File: config.mk
export PLATFORM = sky130hd
export DESIGN_NAME = mem_wb_stage
export DESIGN_NICKNAME = d
export VERILOG_FILES = /design/src/rtl/mem_wb_pkg.sv /design/src/rtl/mem_wb_timeout.sv /design/src/rtl/mem_wb_stage.sv
export SDC_FILE = /design/constraint.sdc
export NUM_CORES = 1
export LEC_CHECK = 0
export CORE_MARGIN = 1
export CORE_UTILIZATION = 40
export CTS_BUF_LIST = sky130_fd_sc_hd__clkbuf_4
export DETAILED_ROUTE_END_ITERATION = 10
export PLACE_DENSITY = 0.79
export SLEW_MARGIN = 15
export SYNTH_ARGS = -nofsm -noshare
export SYNTH_HDL_FRONTEND = slang
export SYNTH_SLANG_ARGS = --single-unit
File: constraint.sdc
create_clock -name clk -period 2.1 [get_ports clk]
set_input_delay 0.315 -clock clk [delete_from_list [all_inputs] [get_ports clk]]
set_output_delay 0.315 -clock clk [all_outputs]
set_load 0.03 [all_outputs]
File: src/rtl/mem_wb_pkg.sv
// mem_wb_pkg: shared types and constants for the MEM/WB stage.
//   WORD_W / REG_W     : datapath word and register-number widths
//   ACK_TIMEOUT_DEF    : default number of dmem wait cycles before abort
//   TO_CNT_W           : width of the wait counter (ACK_TIMEOUT <= 255)
//   mwb_state_e        : IDLE / ACCESS / DONE
//   m_entry_t          : contents of the M pipeline register
package mem_wb_pkg;
    localparam int WORD_W          = 32;
    localparam int REG_W           = 5;
    localparam int ACK_TIMEOUT_DEF = 16;
    localparam int TO_CNT_W        = 8;

    typedef logic [WORD_W-1:0] word_t;
    typedef logic [REG_W-1:0]  regn_t;

    typedef enum logic [1:0] {
        IDLE   = 2'd0,
        ACCESS = 2'd1,
        DONE   = 2'd2
    } mwb_state_e;

    typedef struct packed {
        logic  valid;
        logic  regwr;
        logic  memrd;
        logic  memwr;
        regn_t rw;
        word_t alu;
        word_t b;
    } m_entry_t;
endpackage

File: src/rtl/mem_wb_timeout.sv
// mem_wb_timeout: counts cycles a dmem request waits for its ack.
//   clk, rst_n : clock, synchronous active-low reset
//   i_start    : first cycle of a new request (count restarts from zero)
//   i_wait     : request outstanding and not acked this cycle
//   o_expired  : this is waiting cycle number ACK_TIMEOUT (abort now)
module mem_wb_timeout
    import mem_wb_pkg::*;
#(
    parameter int ACK_TIMEOUT = ACK_TIMEOUT_DEF
) (
    input  logic clk,
    input  logic rst_n,
    input  logic i_start,
    input  logic i_wait,
    output logic o_expired
);
    localparam logic [TO_CNT_W-1:0] LIMIT = TO_CNT_W'(ACK_TIMEOUT - 1);

    logic [TO_CNT_W-1:0] r_cnt;
    logic [TO_CNT_W-1:0] w_cnt;

    // The start cycle counts as wait cycle zero regardless of any stale count.
    assign w_cnt     = i_start ? '0 : r_cnt;
    assign o_expired = i_wait && (w_cnt == LIMIT);

    always_ff @(posedge clk) begin
        if (!rst_n)
            r_cnt <= '0;
        else if (i_start || i_wait)
            r_cnt <= w_cnt + TO_CNT_W'(i_wait);
    end
endmodule

File: src/rtl/mem_wb_stage.sv
// mem_wb_stage: M pipeline register, data-memory handshake and W write port.
//   clk, rst_n                 : clock, synchronous active-low reset
//   validE/ALUOutE/bE/rwE/...E : EX result and controls, held while stallM=1
//   stallM                     : a load/store in M is waiting for dmem_ack
//   dmem_req/we/addr/wdata     : data-memory request, held until ack
//   dmem_ack/dmem_rdata        : response, rdata valid in the ack cycle
//   RegWriteW/rwW/ResultW      : register-file write port (registered)
//   fwdValidM/fwdRwM/fwdValM   : forwarding source for EX (non-memory ops only)
//   memErr                     : one-cycle pulse on an aborted access
// Build option MEM_ALIGN_CHECK_EN: a load/store with a misaligned address is
// rejected in its first M cycle with memErr and no request.
module mem_wb_stage
    import mem_wb_pkg::*;
#(
    parameter int ACK_TIMEOUT = ACK_TIMEOUT_DEF
) (
    input  logic              clk,
    input  logic              rst_n,
    input  logic              validE,
    input  logic [WORD_W-1:0] ALUOutE,
    input  logic [WORD_W-1:0] bE,
    input  logic [REG_W-1:0]  rwE,
    input  logic              RegWriteE,
    input  logic              MemReadE,
    input  logic              MemWriteE,
    output logic              stallM,
    output logic              dmem_req,
    output logic              dmem_we,
    output logic [WORD_W-1:0] dmem_addr,
    output logic [WORD_W-1:0] dmem_wdata,
    input  logic              dmem_ack,
    input  logic [WORD_W-1:0] dmem_rdata,
    output logic              RegWriteW,
    output logic [REG_W-1:0]  rwW,
    output logic [WORD_W-1:0] ResultW,
    output logic              fwdValidM,
    output logic [REG_W-1:0]  fwdRwM,
    output logic [WORD_W-1:0] fwdValM,
    output logic              memErr
);
    mwb_state_e r_state, w_next;
    m_entry_t   r_m;
    logic       r_to_err;
    logic       w_memop, w_aluop, w_misalign, w_issue, w_bad, w_ack;
    logic       w_start, w_expired;

    assign w_memop = r_m.valid && (r_m.memrd || r_m.memwr);
    assign w_aluop = r_m.valid && !r_m.memrd && !r_m.memwr;

`ifdef MEM_ALIGN_CHECK_EN
    assign w_misalign = w_memop && (r_m.alu[1:0] != 2'b00);
`else
    assign w_misalign = 1'b0;
`endif

    // DONE is the writeback cycle of a load; a load/store that entered M
    // behind it waits (stalled, no request) and starts once back in IDLE.
    assign w_issue = w_memop && !w_misalign && (r_state != DONE);
    assign w_bad   = w_misalign && (r_state != DONE);
    // An ack with no request outstanding is ignored.
    assign w_ack   = w_issue && dmem_ack;
    assign w_start = w_issue && (r_state == IDLE);

    mem_wb_timeout #(.ACK_TIMEOUT(ACK_TIMEOUT)) u_timeout (
        .clk       (clk),
        .rst_n     (rst_n),
        .i_start   (w_start),
        .i_wait    (w_issue && !dmem_ack),
        .o_expired (w_expired)
    );

    // FSM state register
    always_ff @(posedge clk) begin
        if (!rst_n) r_state <= IDLE;
        else        r_state <= w_next;
    end

    // FSM next state
    always_comb begin
        w_next = r_state;
        case (r_state)
            IDLE, ACCESS: begin
                if (w_issue) begin
                    if (w_ack)          w_next = r_m.memrd ? DONE : IDLE;
                    else if (w_expired) w_next = IDLE;
                    else                w_next = ACCESS;
                end else begin
                    w_next = IDLE;
                end
            end
            DONE:    w_next = IDLE;
            default: w_next = IDLE;
        endcase
    end

    // FSM outputs
    always_comb begin
        dmem_req = w_issue;
        dmem_we  = w_issue && r_m.memwr;
        stallM   = w_memop && !w_bad && !w_ack;
        memErr   = r_to_err || w_bad;
    end

    assign dmem_addr  = r_m.alu;
    assign dmem_wdata = r_m.b;

    assign fwdValidM = w_aluop && r_m.regwr && (r_m.rw != '0);
    assign fwdRwM    = r_m.rw;
    assign fwdValM   = r_m.alu;

    // M register; an aborted access is dropped even though stallM held it.
    always_ff @(posedge clk) begin
        if (!rst_n)
            r_m <= '0;
        else if (w_expired)
            r_m.valid <= 1'b0;
        else if (!stallM) begin
            if (validE) r_m <= {1'b1, RegWriteE, MemReadE, MemWriteE, rwE, ALUOutE, bE};
            else        r_m.valid <= 1'b0;
        end
    end

    // Timeout error is reported the cycle after the request is dropped.
    always_ff @(posedge clk) begin
        if (!rst_n) r_to_err <= 1'b0;
        else        r_to_err <= w_expired;
    end

    // W register: ALU result straight from M, or load data on ack.
    always_ff @(posedge clk) begin
        if (!rst_n) begin
            RegWriteW <= 1'b0;
            rwW       <= '0;
            ResultW   <= '0;
        end else if (w_aluop) begin
            RegWriteW <= r_m.regwr && (r_m.rw != '0);
            rwW       <= r_m.rw;
            ResultW   <= r_m.alu;
        end else if (w_ack && r_m.memrd) begin
            RegWriteW <= r_m.regwr && (r_m.rw != '0);
            rwW       <= r_m.rw;
            ResultW   <= dmem_rdata;
        end else begin
            RegWriteW <= 1'b0;
        end
    end
endmodule
# Yosys cells after proc, flatten, opt, wreduce, memory -nomap -nowiden
# Cells that the tools add are included.
classes:
  div: 0
  order_cmp: 0
  n_reduce_logical: 27
  muxes: 11
  shifts: 0
  addsub: 1
  multipliers: 0
  n_eq_ne: 3
  n_bitwise: 3
op_table:
  columns: ["op", "count"]
  rows:
  - ["2-to-1 mux 32 bit", 2]
  - ["logical AND 1 bit", 14]
  - ["2-to-1 mux 5 bit", 2]
  - ["adder 8 x 1 -> 8 bit", 1]
  - ["== test 8 x 4 -> 1 bit, second input constant", 1]
  - ["2-to-1 mux 8 bit", 1]
  - ["AND reduction 3 bit", 2]
  - ["nonzero test 5 bit", 1]
  - ["logical NOT 1 bit", 4]
  - ["2-to-1 mux 1 bit", 4]
  - ["2-to-1 mux 2 bit", 2]
  - ["OR reduction 2 bit", 2]
  - ["inverter 1 bit", 3]
  - ["== test 2 x 1 -> 1 bit, second input constant", 1]
  - ["logical NOT 2 bit", 1]
  - ["logical OR 1 bit", 2]
  - ["!= test 2 bit, second input constant", 1]
  - ["nonzero test 2 bit", 1]
totals:
  ff_bits: 122
  mem_bits_rw: 0
  in_bits: 108
  latch_bits: 0
  elab_cells: 58
  memories: 0
  romBits: 0
  out_inout_bits: 144

# Longest topological paths before layout
logic_depth:
  depth_word: 9
  ltp_mapped: 9
  ltp_nobuf: 9

# By module
# Synthesis repeated with hierarchy kept, for this count alone.
unflattened:
  cells_unflattened: 659
  hier_area_um2: 5864.4
by_module_without_submodules:
  columns: ["module", "cells_each", "instances", "seq_area_each_um2", "area_each_um2"]
  rows:
  - ["mem_wb_stage", 606, 1, 2282.2, 5415.2]
  - ["mem_wb_timeout", 53, 1, 160.2, 449.2]

# Least setup slack after synthesis
# No wires, ideal clock.
synth_path:
  path_kind: "reg2reg"
  start: "register r_m[69] in the netlist's numbering"
  end: "register u_timeout.r_cnt[7]"
  path_slack_ns: 0.115
  arrival_ns: 1.862
  n_path_buf: 0
  stages_incl_launch_ff: 9
  setup_time_ns: 0.123
  period_less_slack_ns: 1.985
  t_required_ns: 1.977
  cell_sequence: "dfxtp_1 -> o21ai_2 -> or2_1 -> and2_1 -> ha_1 -> nand3_1 -> nor4_2 -> nand3_1 -> mux2_1"
synth_via:
  elab_chain_len: 6
  elab_cells_between_ends: 8
  cone_classes: "add/sub (1); mux (1); reduce/logical (6)"
synth_lines:
  columns: ["element", "line_no", "source"]
  rows:
  - ["start: declaration", "mem_wb_stage.sv:42", "m_entry_t r_m;"]
  - ["start signal: assignment", "mem_wb_stage.sv:118", "if (validE) r_m <= {1'b1, RegWriteE, MemReadE, MemWriteE, rwE, ALUOutE, bE};"]
  - ["logical OR 1 bit (*)", "mem_wb_stage.sv:47", "assign w_memop = r_m.valid && (r_m.memrd || r_m.memwr);"]
  - ["logical AND 1 bit (*)", "mem_wb_stage.sv:47", null]
  - ["logical AND 1 bit (*)", "mem_wb_stage.sv:58", "assign w_issue = w_memop && !w_misalign && (r_state != DONE);"]
  - ["logical AND 1 bit", "mem_wb_stage.sv:62", "assign w_start = w_issue && (r_state == IDLE);"]
  - ["2-to-1 mux 8 bit", "mem_wb_timeout.sv:23", "assign w_cnt = i_start ? '0 : r_cnt;"]
  - ["adder 8 x 1 -> 8 bit", "mem_wb_timeout.sv:30", "r_cnt <= w_cnt + TO_CNT_W'(i_wait);"]
  - ["end signal: assignment", "mem_wb_timeout.sv:30", null]
  - ["end: declaration", "mem_wb_timeout.sv:19", "logic [TO_CNT_W-1:0] r_cnt;"]
# Mark *: on every way between the ends. The rest lies on a longest branch, timed or not.
# A chain may end at the register's enable or synchronous reset.

# Worst setup path in the final report
layout_path:
  start: "register r_m, in the netlist fwdRwM[0]"
  end: "output fwdValidM"
layout_via:
  elab_chain_len: 2
layout_lines:
  columns: ["element", "line_no", "source"]
  rows:
  - ["nonzero test 5 bit", "mem_wb_stage.sv:107", "assign fwdValidM = w_aluop && r_m.regwr && (r_m.rw != '0);"]
  - ["logical AND 1 bit", "mem_wb_stage.sv:107", null]
  - ["end: declaration", "mem_wb_stage.sv:36", "output logic fwdValidM,"]
# No other way between the ends.

==> results.md <==
| Result | Reported | Unit |
| --- | --- | --- |
| Outcome | complete, no violations | - |
| CTS buffer count | 17 | - |
| CP max FO | 2 | - |
| Commonest non-fill, non-tap cells in the layout | sky130_fd_sc_hd__clkdlybuf4s50_1 (243), sky130_fd_sc_hd__dfxtp_1 (116), sky130_fd_sc_hd__nand3_1 (84), sky130_fd_sc_hd__a21oi_1 (72), sky130_fd_sc_hd__o21ai_1 (65) | - |
| Part of the Yosys area used for sequential elements | 41.3 | % |
| Port Buffer Count | 251 | - |
| Via total after detailed routing | 5162 | - |
| Total congestion overflow | 0 | - |
| Max-capacitance violation count | 0 | - |
| Wire length per cell | 16.4 | um |
| Worst Min Path Start | ALUOutE[10] | - |
| Pleak | 0.00304 | uW |
| Worst hold path class | in2reg | - |
| Via density per instance | 5.09 | - |
| Layout Cell Area excl Fill | 8360 | um^2 |
| Final hold violation count | 0 | - |
| CTS clk-pin slew, worst paths | 0.11 | ns |
| Maximum number of pins on one net before global-route repair | 74 | - |
| Register bit total from synthesis | 122 | - |
| Peak supply drop | 318 | uV |
| Number of buffer and inverter instances along the worst setup path | 1 | - |
| Cell with the biggest individual delay on the critical path | sky130_fd_sc_hd__or4_4 | - |
| Async set-reset flop share out of synthesis | 0 | % |
| Worst hold path cell count | 3 | - |
| Bufs on Longest Clock Path | 2 | - |
| Most frequent standard cell in the layout excluding fill and tap cells | sky130_fd_sc_hd__clkdlybuf4s50_1 | - |
| Clock tree from TritonCTS | done | - |
| Number of enable-type register cells in the synthesized netlist | 0 | - |
| Min cycle time layout | 2.08 | ns |
| Synth warn | 0 | - |
| Crit. path cell count | 4 | - |
| Power density normalized to cell area | 695 | nW/um^2 |
| Number of optimization iterations in the first detailed-route pass | 4 | - |
| Number of antenna violations at the first check in global routing | 1 | - |
| Cell area after placement | 7910 | um^2 |
| Required time of the worst setup path | 1.78 | ns |
| Worst setup path start | fwdRwM[0]$_SDFFE_PN0P_ | - |
| Startpoint kind of the worst setup timing path | flip-flop | - |
| Cells on worst reg2reg path | 9 | - |
| Total global routing track utilization | 21.6 | % |
| Worst-skew pair later-pin latency | 0.53 | ns |
| Crit path capture type | output port | - |
| Synth-to-layout area growth | 41.6 | % |
| Number of sinks driven by the clock tree | 122 | - |
| Final HPWL from detailed placement | 11200 | um |
| Fin. max-slew vios | 0 | - |
| Post-Route Hold Slack | 0.336 | ns |
| Width of the die | 124 | um |
| Number of H-tree levels | 4 | - |
| Final setup viols | 0 | - |
| Std-Cell Rows | 44 | - |
| Net count of the finished layout | 927 | - |
| Master cell of the clock root buffer | sky130_fd_sc_hd__clkbuf_4 | - |
| Vertical extent of the die | 124 | um |
| Summed instance area of the synthesized netlist | 5910 | um^2 |
| Footprint of the flip-flops and latches | 2450 | um^2 |
| Synth Instances | 673 | - |
| Syn_nets | 783 | - |
| Setup repair after global routing missed its margin | true | - |
| Start of the worst register-to-register path | r_state[1]$_SDFF_PN0_ | - |
| Starting Density | 40.8 | % |
| Die area | 15300 | um^2 |
| Highest Clock Rate | 481 | MHz |
| Worst path max stage delay | 0.54 | ns |
| Area of the placeable core | 14500 | um^2 |
| Max-Slew Margin vs Limit | 66.9 | % |
| Setup CP Type | reg2out | - |
| Count of unresolved DRC violations after routing | 0 | - |
| Via count of the first global-routing pass | 4807 | - |
| Average cell area after synthesis | 8.78 | um^2 |
| Chain of cells forming the critical path | or4_4 -> o21ai_4 -> nor2_1 -> buf_4 | - |
| Number of placed I/O pins | 252 | - |
| Area occupied by multi-input gates | 2460 | um^2 |
| DRT iter0 DRCs | 307 | - |
| Drt total wl | 16600 | um |
| Post-Route Skew | 0.0114 | ns |
| Number of nets still failing antenna checks after routing | 0 | - |
| Fraction of layout cells with a size suffix above 1 | 14.0 | % |
| Transition time at the pin with the least slew margin | 0.491 | ns |
| Family of cells with the greatest summed delay on the critical path | simple AND/OR/NAND/NOR gates | - |
| Top FF cell, synth | sky130_fd_sc_hd__dfxtp_1 | - |
| Placer Congestion | 0.814 | - |
| Post-cts hold buffer count | 0 | - |
| Yosys cell types | 41 | - |
| Share of the cycle needed by the critical path after routing | 99.1 | % |
| Count of filler cells inserted in the layout | 1291 | - |
| Wire length of the first global-routing pass | 25000 | um |
| Critical Path AT | 1.77 | ns |
[timing repair]
| item | CTS | global route |
|---|---|---|
| cloned | 1 | 0 |
| endpoints found under the setup margin | 4 | 11 |
| pin swaps | 3 | 3 |
| buffers inserted | 5 | 0 |
| resized for setup | 13 | 16 |
| hold endpoints to repair | 0 | 0 |
[power breakdown]
group / switching, uW / leakage (uW) / internal (uW)
Combinational: 758 / 0.00187 / 664
Clock: 849 / 0.000170 / 997
Sequential: 94.2 / 0.00100 / 2450
Total: 1700 / 0.00304 / 4110
[cells in the mapped netlist, types with 2 or more instances]
library cell | number | share of area, %
sky130_fd_sc_hd__xnor2_1 | 2 | 0.30
sky130_fd_sc_hd__and2_1 | 4 | 0.42
sky130_fd_sc_hd__clkbuf_1 | 28 | 1.8
sky130_fd_sc_hd__or2_1 | 2 | 0.21
sky130_fd_sc_hd__buf_4 | 110 | 14
sky130_fd_sc_hd__nand2_1 | 6 | 0.38
sky130_fd_sc_hd__o21ai_0 | 16 | 1.4
sky130_fd_sc_hd__and3_1 | 2 | 0.21
sky130_fd_sc_hd__inv_1 | 3 | 0.19
sky130_fd_sc_hd__nor3_1 | 3 | 0.25
sky130_fd_sc_hd__mux2i_1 | 34 | 5.8
sky130_fd_sc_hd__nor2_1 | 43 | 2.7
sky130_fd_sc_hd__a21oi_1 | 72 | 6.1
sky130_fd_sc_hd__nand3_1 | 84 | 7.1
sky130_fd_sc_hd__o21ai_1 | 65 | 5.5
sky130_fd_sc_hd__buf_6 | 2 | 0.38
sky130_fd_sc_hd__xor2_1 | 3 | 0.44
sky130_fd_sc_hd__nand4_1 | 2 | 0.21
sky130_fd_sc_hd__ha_1 | 2 | 0.42
sky130_fd_sc_hd__a211oi_2 | 32 | 6.8
sky130_fd_sc_hd__dfxtp_1 | 122 | 41
sky130_fd_sc_hd__and4_1 | 2 | 0.30
sky130_fd_sc_hd__buf_2 | 16 | 1.4
[area by class of cell]
class	instances	area share, %
antenna	1	0.0299
clock buffer	22	1.98
clock inverter	10	1.78
inverter	4	0.269
multi-input combinational	390	29.5
sequential	122	29.3
tap	184	2.75
timing repair buffer	282	34.4
[flip-flops by register name, indices dropped and copies added, names as in the netlist]
name / cells
memErr: 1
fwdRwM: 5
r_state: 2
ResultW: 32
RegWriteW: 1
u_timeout.r_cnt: 8
dmem_wdata: 32
r_m: 4
dmem_addr: 32
rwW: 5
[final timing paths]
| check | endpoint | slack [ns] |
|---|---|---|
| setup reg to reg | u_timeout.r_cnt[6]$_SDFFE_PN0P_ | 0.10 |
| setup / recovery | fwdValidM | 0.02 |
| hold reg to reg | rwW[2]$_SDFFE_PN0P_ | 0.46 |
| hold / removal | dmem_addr[10]$_SDFFE_PN0P_ | 0.34 |
[through the flow]
stage          setup slack, ns  power, uW  util [%]  TNS [ns]  instances
6_report                0.0199       5810      57.8         0       1015
3_3_place_gp           -0.0774       3970      54.7    -0.269        976
5_1_grt                -0.0775       6100      57.7    -0.103       1014
3_5_place_dp           -0.0854       3990      54.7    -0.276        976
2_1_floorplan            0.115       3480         -         0        673
4_1_cts                -0.0613       5880      57.5   -0.0613       1014
[tightest hold or removal path: stages]
cell                              delay, ns
sky130_fd_sc_hd__clkdlybuf4s50_1       0.40
sky130_fd_sc_hd__nand3_1               0.06
sky130_fd_sc_hd__a21oi_1               0.05
[cell families (layout without fill, tap and decap cells)]
| family | Yosys count | count (layout) | synth area share [%] |
|---|---|---|---|
| simple gates | 157 | 157 | 13.2 |
| mux | 35 | 35 | 5.95 |
| fa+ha+maj | 2 | 2 | 0.424 |
| xor+xnor | 5 | 5 | 0.742 |
| compound gates | 191 | 191 | 20.6 |
| flops | 122 | 122 | 41.3 |
| other cells | 0 | 1 | 0 |
| buf+inv | 161 | 318 | 17.8 |
[per-layer routing]
layer | share of wire, % | vias to the layer above | routed length, um | track usage [%]
met4 | 1.2 | 0 | 196 | 7.30
met3 | 10 | 15 | 1670 | 8.30
met1 | 42 | 2369 | 6980 | 26.1
met2 | 47 | 228 | 7800 | 34.7
li1 | - | 2550 | - | -
met5 | 0 | - | 0 | 0
No activity file was read; power rests on OpenSTA's default activity.
